[config.mk]
export PLATFORM = sky130hd
export DESIGN_NAME = boid_update_sequencer
export DESIGN_NICKNAME = d
export VERILOG_FILES = /design/src/rtl/boid_pkg.sv /design/src/rtl/boid_axis_integrator.sv /design/src/rtl/boid_update_sequencer.sv
export SDC_FILE = /design/constraint.sdc
export NUM_CORES = 1
export LEC_CHECK = 0
export CELL_PAD_IN_SITES_DETAIL_PLACEMENT = 2
export CELL_PAD_IN_SITES_GLOBAL_PLACEMENT = 2
export CORE_UTILIZATION = 40
export DETAILED_ROUTE_END_ITERATION = 10
export DONT_BUFFER_PORTS = 1
export PLACE_DENSITY = 0.8
export REMOVE_ABC_BUFFERS = 1
export SLEW_MARGIN = 20
export SYNTH_ARGS = -nofsm -noshare
export SYNTH_HDL_FRONTEND = slang
export SYNTH_SLANG_ARGS = --single-unit
[constraint.sdc]
create_clock -name clk -period 4 [get_ports clk]
set_input_delay 0.4 -clock clk [delete_from_list [all_inputs] [get_ports clk]]
set_output_delay 0.4 -clock clk [all_outputs]
set_load 0.02 [all_outputs]
[src/rtl/boid_pkg.sv]
// Shared constants and state type for the boid update sequencer.
// The toroidal-boundary variant is selected by defining BOID_SEQ_WRAP_EN.
package boid_pkg;

  localparam int FRAC_BITS = 16;

  // Field widths as stored by the boid memory (x, y, vx, vy, accumulators).
  localparam int X_W   = 28;
  localparam int Y_W   = 27;
  localparam int VX_W  = 21;
  localparam int VY_W  = 21;
  localparam int ACC_W = 32;

  localparam logic [31:0] DEF_MAX_SPEED = 32'd8 << FRAC_BITS;
  localparam logic [31:0] DEF_X_MAX     = 32'd639 << FRAC_BITS;
  localparam logic [31:0] DEF_Y_MAX     = 32'd479 << FRAC_BITS;

  typedef enum logic [2:0] {
    S_IDLE,
    S_LOAD,
    S_VEL,
    S_POS,
    S_WRITE,
    S_DONE
  } boid_state_e;

endpackage

[src/rtl/boid_axis_integrator.sv]
// One-axis fix16 integrator: saturating velocity add and position add with
// boundary handling (bounce by default, toroidal wrap with BOID_SEQ_WRAP_EN).
module boid_axis_integrator
  import boid_pkg::*;
(
  input  logic [31:0] pos,
  input  logic [31:0] vel,
  input  logic [31:0] acc,
  input  logic [31:0] max,
  input  logic [31:0] bound,
  output logic [31:0] vel_sat,
  output logic [31:0] pos_next,
  output logic [31:0] vel_next
);

  logic signed [32:0] v_sum;
  logic signed [32:0] p_sum;
  logic signed [32:0] max_s;
  logic signed [32:0] bound_s;
`ifdef BOID_SEQ_WRAP_EN
  logic signed [32:0] span;
  logic signed [32:0] p_wrap;
`endif

  always_comb begin
    max_s    = {1'b0, max};
    bound_s  = {1'b0, bound};
    v_sum    = {vel[31], vel} + {acc[31], acc};
    vel_sat  = v_sum[31:0];
    if (v_sum > max_s) begin
      vel_sat = max;
    end else if (v_sum < -max_s) begin
      vel_sat = 32'd0 - max;
    end

    // Position step uses vel as given; the caller feeds the saturated velocity here.
    p_sum    = {pos[31], pos} + {vel[31], vel};
    pos_next = p_sum[31:0];
    vel_next = vel;
`ifdef BOID_SEQ_WRAP_EN
    span   = bound_s + (33'sd1 <<< FRAC_BITS);
    p_wrap = p_sum;
    if (p_sum > bound_s) begin
      p_wrap = p_sum - span;
    end else if (p_sum < 33'sd0) begin
      p_wrap = p_sum + span;
    end
    pos_next = p_wrap[31:0];
`else
    if (p_sum > bound_s) begin
      pos_next = bound;
      vel_next = 32'd0 - vel;
    end else if (p_sum < 33'sd0) begin
      pos_next = '0;
      vel_next = 32'd0 - vel;
    end
`endif
  end

endmodule

[src/rtl/boid_update_sequencer.sv]
// Per-frame boid update engine: walks every boid, integrates it and writes it back.
// BOID_SEQ_WRAP_EN selects toroidal instead of bouncing screen edges.
module boid_update_sequencer
  import boid_pkg::*;
#(
  parameter int          NUM_BOIDS = 2,
  parameter logic [31:0] MAX_SPEED = DEF_MAX_SPEED,
  parameter logic [31:0] X_MAX     = DEF_X_MAX,
  parameter logic [31:0] Y_MAX     = DEF_Y_MAX,
  localparam int         IW        = $clog2(NUM_BOIDS) + 1
) (
  input  logic              clk,
  input  logic              reset,
  input  logic              start,
  output logic              busy,
  output logic              done,
  output logic [IW-1:0]     which_boid,
  output logic [6:0]        wb_en,
  input  logic [31:0]       x_rd,
  input  logic [31:0]       y_rd,
  input  logic [31:0]       vx_rd,
  input  logic [31:0]       vy_rd,
  input  logic [31:0]       vx_acc_rd,
  input  logic [31:0]       vy_acc_rd,
  output logic [31:0]       x_wr,
  output logic [31:0]       y_wr,
  output logic [31:0]       vx_wr,
  output logic [31:0]       vy_wr,
  output logic [31:0]       vx_acc_wr,
  output logic [31:0]       vy_acc_wr,
  output boid_state_e       state_dbg
);

  // Handshake: start is honoured only in IDLE (pulse, no ready); busy covers
  // the cycle after start through done; done is a single-cycle completion pulse.
  boid_state_e state_q, state_d;
  logic [IW-1:0] idx_q;
  logic          last_boid;

  logic [31:0] x_q, y_q, vx_q, vy_q, vxa_q, vya_q;
  logic [31:0] vx_sat, vy_sat, x_next, y_next, vx_next, vy_next;

  assign last_boid  = (idx_q == IW'(NUM_BOIDS - 1));
  assign which_boid = idx_q;
  assign state_dbg  = state_q;
  assign vx_acc_wr  = '0;
  assign vy_acc_wr  = '0;

  boid_axis_integrator u_x_axis (
    .pos      (x_q),
    .vel      (vx_q),
    .acc      (vxa_q),
    .max      (MAX_SPEED),
    .bound    (X_MAX),
    .vel_sat  (vx_sat),
    .pos_next (x_next),
    .vel_next (vx_next)
  );

  boid_axis_integrator u_y_axis (
    .pos      (y_q),
    .vel      (vy_q),
    .acc      (vya_q),
    .max      (MAX_SPEED),
    .bound    (Y_MAX),
    .vel_sat  (vy_sat),
    .pos_next (y_next),
    .vel_next (vy_next)
  );

  always_ff @(posedge clk or negedge reset) begin
    if (!reset) begin
      state_q <= S_IDLE;
    end else begin
      state_q <= state_d;
    end
  end

  always_comb begin
    state_d = state_q;
    busy    = 1'b0;
    done    = 1'b0;
    wb_en   = '0;
    case (state_q)
      S_IDLE:  if (start) state_d = S_LOAD;
      S_LOAD:  state_d = S_VEL;
      S_VEL:   state_d = S_POS;
      S_POS:   state_d = S_WRITE;
      S_WRITE: state_d = last_boid ? S_DONE : S_LOAD;
      S_DONE:  state_d = S_IDLE;
      default: state_d = S_IDLE;
    endcase
    // Outputs decode the state register so reset clears them asynchronously.
    busy = (state_q != S_IDLE);
    done = (state_q == S_DONE);
    if (state_q == S_WRITE) wb_en = 7'h7F;
  end

  always_ff @(posedge clk or negedge reset) begin
    if (!reset) begin
      idx_q <= '0;
      x_q   <= '0;
      y_q   <= '0;
      vx_q  <= '0;
      vy_q  <= '0;
      vxa_q <= '0;
      vya_q <= '0;
      x_wr  <= '0;
      y_wr  <= '0;
      vx_wr <= '0;
      vy_wr <= '0;
    end else begin
      case (state_q)
        S_IDLE: if (start) idx_q <= '0;
        S_LOAD: begin
          x_q   <= x_rd;
          y_q   <= y_rd;
          vx_q  <= vx_rd;
          vy_q  <= vy_rd;
          vxa_q <= vx_acc_rd;
          vya_q <= vy_acc_rd;
        end
        S_VEL: begin
          vx_q <= vx_sat;
          vy_q <= vy_sat;
        end
        // Write data is captured once per boid and held until the next POS.
        S_POS: begin
          x_wr  <= x_next;
          y_wr  <= y_next;
          vx_wr <= vx_next;
          vy_wr <= vy_next;
        end
        S_WRITE: if (!last_boid) idx_q <= idx_q + 1'b1;
        default: ;
      endcase
    end
  end

endmodule
==> impl_metrics.toml, run 1 <==
[timing]
holdWs_ns = -0.5010
max_freq_mhz = 189.8
min_period_ns = 5.270
setup_violations = 144
slew_headroom = 0.3865
fin_skew_ns = 0.04652
slew_violations = 0
finalHoldViolCount = 325
tightest_slew_ns = 0.9106
layout_setup_ws_ns = -1.270
rsz0062_at_grt = "true"
period_share = 1.317
fin_setup_tns_ns = -56.20

[yosys]
async_flop_share = 1.000
synth_ff_type = "dfrtp_1"
yosys_warnings = 0
syn_avg_cell_area_um2 = 9.039
synth-compound-area-share = 0.2083
synth_cells = 2443
synthSimpleGateAreaFrac = 0.1611
synth_area_mm2 = 0.02208
synthMuxAreaShare = 0.06731
synth_cell_type_count = 90
yosys.area_share.adder = 0.07785
ys_seq_area_frac = 0.3683
netlist.area_leader.share = 0.3683
synth_commonest_cells = "dfrtp_1 (325), nand2_1 (302), a21oi_1 (205), o21ai_0 (164), ha_1 (131)"
synth.most_common_cell = "dfrtp_1"
synth_area_leaders = "dfrtp_1 (37%), ha_1 (7.4%), mux2_2 (6.3%), nand2_1 (5.1%), a21oi_1 (4.6%)"
synth-xor-area-share = 0.06267
synth_top_family_by_area = "compound AO/OA/AOI/OAI gates"
synth_seq_cells = 325
synth_edf_count = 0
yosysTopAreaCell = "dfrtp_1"

[worst_setup_path]
cp_common_cell = "o211ai_1"
slowest_delay_ns = 0.73
cp-end-kind = "register"
worst-r2r-cell-count = 15
cp_num_buf_inv = 2
cp_max_fo = 7
critical-path-top-delay-family = "compound AO/OA/AOI/OAI gates"
critical_path.startpoint_type = "register"
path_class = "reg -> reg"
worstPathCellList = "ha_4 > o211ai_1 > buf_4 > o211ai_1 > nor2b_1 > a21oi_1 > xor2_1 > o2111ai_1 > o31a_1 > nand4_1 > nand3b_4 > buf_12 > o21ai_4 > xor2_2 > o21ai_1"
cp_slowest_cell = "o21ai_1"
required_ns = 4.39
ff2ff_setup_slack_ns = -1.27
startpoint = "vx_q[3]$_DFFE_PN0P_"
timing.rr.end = "vx_wr[9]$_DFFE_PN0N_"
r2r-start = "vx_q[3]$_DFFE_PN0P_"
crit_arrival_ns = 5.66

[die]
dieArea_mm2 = 0.05615
die_y_um = 237.0
rows = 85
io_pins = 401
die_x_um = 237.0
core_mm2 = 0.05413
start_util = 0.4079

[finish]
multiInputGateArea_mm2 = 0.01501
fill_cells = 5284
nets = 3093
seqCellArea_mm2 = 0.008143
fin_util = 0.5433
drive_gt1_frac = 0.2744
syn_to_final_growth_pct = 33.19

[route]
first_pass_iters = 7
drc = 0
vias = 23365
wl_per_cell_um = 36.18
wl_um = 126600
ant_nets = 0
vias_per_cell = 6.680
drtIter0Drc = 1869

[global_route]
grt_max_degree = 326
grt_antenna_before_repair = 9
grt_pass1_vias = 24306
overflow = 0
grt_usage = 0.3479
grt_pass1_wl_um = 151000

[clocking]
cts_tree = "built"
ctsHoldBuffers = 136
clock_sinks = 325
root_buffer = "clkbuf_16"
cts_made_buffers = 40
clk_pin_slew_ns = 0.07
htreeDepth = 2
clock_path_buffers = 3
clk_latency_ns = 0.62

[run_status]
outcome = "complete, but fails checks"
violations = "negative hold slack, negative setup slack"

[placed_design]
routabilityCongestion = 0.8739
dp_hpwl_um = 62460
place_ws_ns = -0.3691
io_buffers = 0

[min_path]
min_path_type = "in -> async"

[job]
max-cap-violations = 0
per-stage QoR:
stage,area [um^2],cells
after floorplan,21290,2317
final,29410,3498
after CTS,27120,3442
after global placement,23780,3209
after global routing,29410,3496
after detailed placement,23790,3209
how the worst max path moves through the flow:
stage / to / slack (ns) / cells after the start
after global routing: vx_wr[9]$_DFFE_PN0N_ / -1.22 / 21
after global placement: vx_q[10]$_DFFE_PN0P_ / -0.19 / 15
final: vx_wr[9]$_DFFE_PN0N_ / -1.27 / 15
after CTS: vx_q[3]$_DFFE_PN0P_ / -0.1 / 17
after detailed placement: y_wr[5]$_DFFE_PN0N_ / -0.37 / 16
after floorplan: vxa_q[0]$_DFFE_PN0N_ / -2.99 / 3
cells by family (layout without fill, tap and decap cells):
group | after synthesis | in the layout
AO/OA/AOI/OAI | 725 | 725
XOR/XNOR | 158 | 158
adder cells (fa/ha/maj) | 135 | 135
buffers and inverters | 234 | 523
flip-flops | 325 | 325
multiplexers | 133 | 133
other | 1 | 71
AND/OR/NAND/NOR | 732 | 732
registers in the layout (all words and copies together) (netlist names):
signal and cells:
state_dbg 3, vx_wr 32, which_boid 2, vxa_q 32
x_q 32, y_wr 32, vy_wr 32, vx_q 32
x_wr 32, vy_q 32, vya_q 32, y_q 32
area by class of cell:
| class | count | area share |
|---|---|---|
| Sequential cell | 325 | 0.2769 |
| Inverter | 45 | 0.005743 |
| Timing Repair Buffer | 404 | 0.1288 |
| Clock inverter | 24 | 0.01008 |
| Multi-Input combinational cell | 1947 | 0.5103 |
| Antenna cell | 7 | 0.0005956 |
| Tap cell | 696 | 0.02961 |
| Clock buffer | 50 | 0.03808 |
routing by layer:
metal	GRT usage	up-vias	share of wire
li1	-	9335	-
met1	0.3807	11939	0.35
met2	0.6561	1438	0.50
met3	0.05689	649	0.071
met4	0.1511	4	0.082
met5	0	-	0.00019
layout by cell type, fill, tap and decap left out, types with 34 or more instances in the layout:
master         synthesis  final
a21o_1                41     40
o21ai_1               61     61
nand2_1              302    293
inv_1                 44     39
a21oi_1              205    187
nand4_1               40     40
xnor2_1               44     41
buf_4                 70    220
o21ai_2               10     40
dlygate4sd3_1          0    136
xor2_1               114     91
ha_1                 131    112
and3_1                36     34
nor2_1               123    117
conb_1                 1     64
mux2_2               124    124
dfrtp_1              325    317
clkbuf_16              0     48
o21ai_0              164    115
timing repair:
action                                 4_1_cts  5_1_grt
cloned                                       1       10
setup endpoints to repair                  138      138
resized for setup                           86      354
buffers inserted                            22       39
pin swaps                                   42      101
endpoints found under the hold margin      461      325
Power of run 1 is left out: the tool's default activity adds up to more than one toggle a clock period on the data nets, which glitch-free logic cannot reach.
==> run 2, diff against run 1 <==
--- a/config.mk
+++ b/config.mk
@@ -5,13 +5,16 @@
 export SDC_FILE = /design/constraint.sdc
 export NUM_CORES = 1
 export LEC_CHECK = 0
+export ABC_AREA = 0
 export CELL_PAD_IN_SITES_DETAIL_PLACEMENT = 2
 export CELL_PAD_IN_SITES_GLOBAL_PLACEMENT = 2
+export CORE_ASPECT_RATIO = 0.9
 export CORE_UTILIZATION = 40
 export DETAILED_ROUTE_END_ITERATION = 10
 export DONT_BUFFER_PORTS = 1
 export PLACE_DENSITY = 0.8
 export REMOVE_ABC_BUFFERS = 1
+export SETUP_SLACK_MARGIN = 0.5
 export SLEW_MARGIN = 20
 export SYNTH_ARGS = -nofsm -noshare
 export SYNTH_HDL_FRONTEND = slang
==> impl_metrics.toml, run 2 (synthesis gave the netlist of run 1 again) <==
[run_status]
outcome = "complete, but fails checks"
violations = "negative hold slack, negative setup slack"

[global_route]
grt_max_degree = 326
grt_usage = 0.3749
overflow = 0
grt_antenna_before_repair = 16
grt_pass1_wl_um = 161600
grt_pass1_vias = 24711

[job]
max-cap-violations = 0

[timing]
period_share = 1.295
tightest_slew_ns = 1.296
fin_skew_ns = 0.04889
holdWs_ns = -0.4807
min_period_ns = 5.182
slew_headroom = 0.1309
finalHoldViolCount = 325
max_freq_mhz = 193.0
setup_violations = 148
layout_setup_ws_ns = -1.182
rsz0062_at_grt = "true"
slew_violations = 0

[worst_setup_path]
required_ns = 4.46
cp_common_cell = "o21ai_0"
cp_slowest_cell = "dfrtp_1"
cp-end-kind = "register"
cp_max_fo = 6
worstPathCellList = "ha_1 > a21oi_1 > o21ai_0 > nor2b_1 > nor3_1 > o21ai_0 > a311oi_2 > buf_4 > o21ai_1 > xnor2_1 > nand4_1 > nor4_2 > a41oi_2 > buf_6 > buf_8 > o31ai_4"
path_class = "reg -> reg"
critical_path.startpoint_type = "register"
slowest_delay_ns = 0.52
crit_arrival_ns = 5.64

[placed_design]
routabilityCongestion = 0.9117
post_dp_cell_area_mm2 = 0.02361
place_inst = 3195
dp_hpwl_um = 63490
io_buffers = 0

[finish]
nets = 3080
drive_gt1_frac = 0.2948
mostFrequentLayoutCells = "dfrtp_1 (308), nand2_1 (292), buf_4 (207)"
final_cells = 3487
final_common_cell = "dfrtp_1"
fill_cells = 5328
final_cell_area_mm2 = 0.02982
syn_to_final_growth_pct = 35.04

[clocking]
clock_path_buffers = 3
clk_latency_ns = 0.60
cts_made_buffers = 39
ctsHoldBuffers = 133
clock_sinks = 325
root_buffer = "clkbuf_16"
cts_tree = "built"
htreeDepth = 2
clk_pin_slew_ns = 0.08

[die]
start_util = 0.4058
core_mm2 = 0.05442
rows = 81
io_pins = 401
die_y_um = 224.9
dieArea_mm2 = 0.05615
die_x_um = 249.7

[route]
ant_nets = 0
vias = 23540
wl_um = 131000
drc = 0
vias_per_cell = 6.751
first_pass_iters = 5
drtIter0Drc = 1882
wl_per_cell_um = 37.56

[min_path]
min_path_type = "in -> async"
-- run 2: changes by cell type in the layout (fill, tap and decap cells not counted), moves of 11 or more --
cell     previous run  this run
nor2_1            117       106
o21ai_0           115        91
o21ai_4            19        34
o21ai_1            61        74
buf_4             220       207
-- run 2: timing repair --
action / 4_1_cts / 5_1_grt
setup buffers: 32 / 41
pin swaps: 89 / 86
gates resized for setup: 349 / 250
cloned: 11 / 2
setup endpoints to repair: 177 / 160
endpoints found under the hold margin: 458 / 325
-- run 2: stage by stage --
step	util	setup slack, ns	hold WS [ns]	TNS (ns)
final	0.5479	-1.182	-0.4807	-73.12
after global placement	0.4338	-0.07991	0.1184	-1.199
after global routing	0.5479	-1.043	-0.4841	-74.67
after CTS	0.5186	0.03256	-0.4986	0
after floorplan	-	-2.987	0.1044	-539.98
after detailed placement	0.4338	-0.3628	0.1183	-18.68
-- run 2: path summary, 6_finish.rpt --
check / slack, ns / endpoint / startpoint / depth (start not counted)
setup / recovery: -1.18 / vy_q[16]$_DFFE_PN0P_ / vy_q[17]$_DFFE_PN0P_ / 16
hold / removal: -0.48 / x_wr[0]$_DFFE_PN0N_ / reset / 0
setup reg to reg: -1.18 / vy_q[16]$_DFFE_PN0P_ / vy_q[17]$_DFFE_PN0P_ / 16
hold reg to reg: 0.51 / y_q[26]$_DFFE_PN0N_ / y_q[26]$_DFFE_PN0N_ / 1
max in group asynchronous: 3.76 / y_q[22]$_DFFE_PN0N_ / reset / 0
min in group clk: 0.02 / y_q[21]$_DFFE_PN0N_ / y_rd[21] / 1
-- run 2: layout make-up --
class | instances | area [um^2] | share of cell area
Inverter | 45 | 168.9 | 0.005664
Antenna cell | 7 | 17.52 | 0.0005874
Tap cell | 705 | 882.1 | 0.02958
Multi-Input combinational cell | 1947 | 15530 | 0.5209
Sequential cell | 325 | 8154 | 0.2734
Timing Repair Buffer | 392 | 3792 | 0.1272
Clock inverter | 17 | 198.9 | 0.006671
Clock buffer | 49 | 1074 | 0.03600
-- run 2: metal layers --
metal,GRT usage,up-vias,wire [um]
met3,0.05775,698,9540
met2,0.6956,1435,64990
met4,0.1852,12,10930
met1,0.4162,12082,45450
li1,-,9313,-
met5,0,-,77
-- run 2: worst max-delay path: cells and delay by family, from the launching register on --
family,cells,cell delay (ns)
AND/OR/NAND/NOR,4,1.27
flip-flops,1,0.52
XOR/XNOR,1,0.36
adder cells (fa/ha/maj),1,0.47
buffers and inverters,3,0.56
AO/OA/AOI/OAI,7,1.84
Power of run 2 is left out for the same reason.
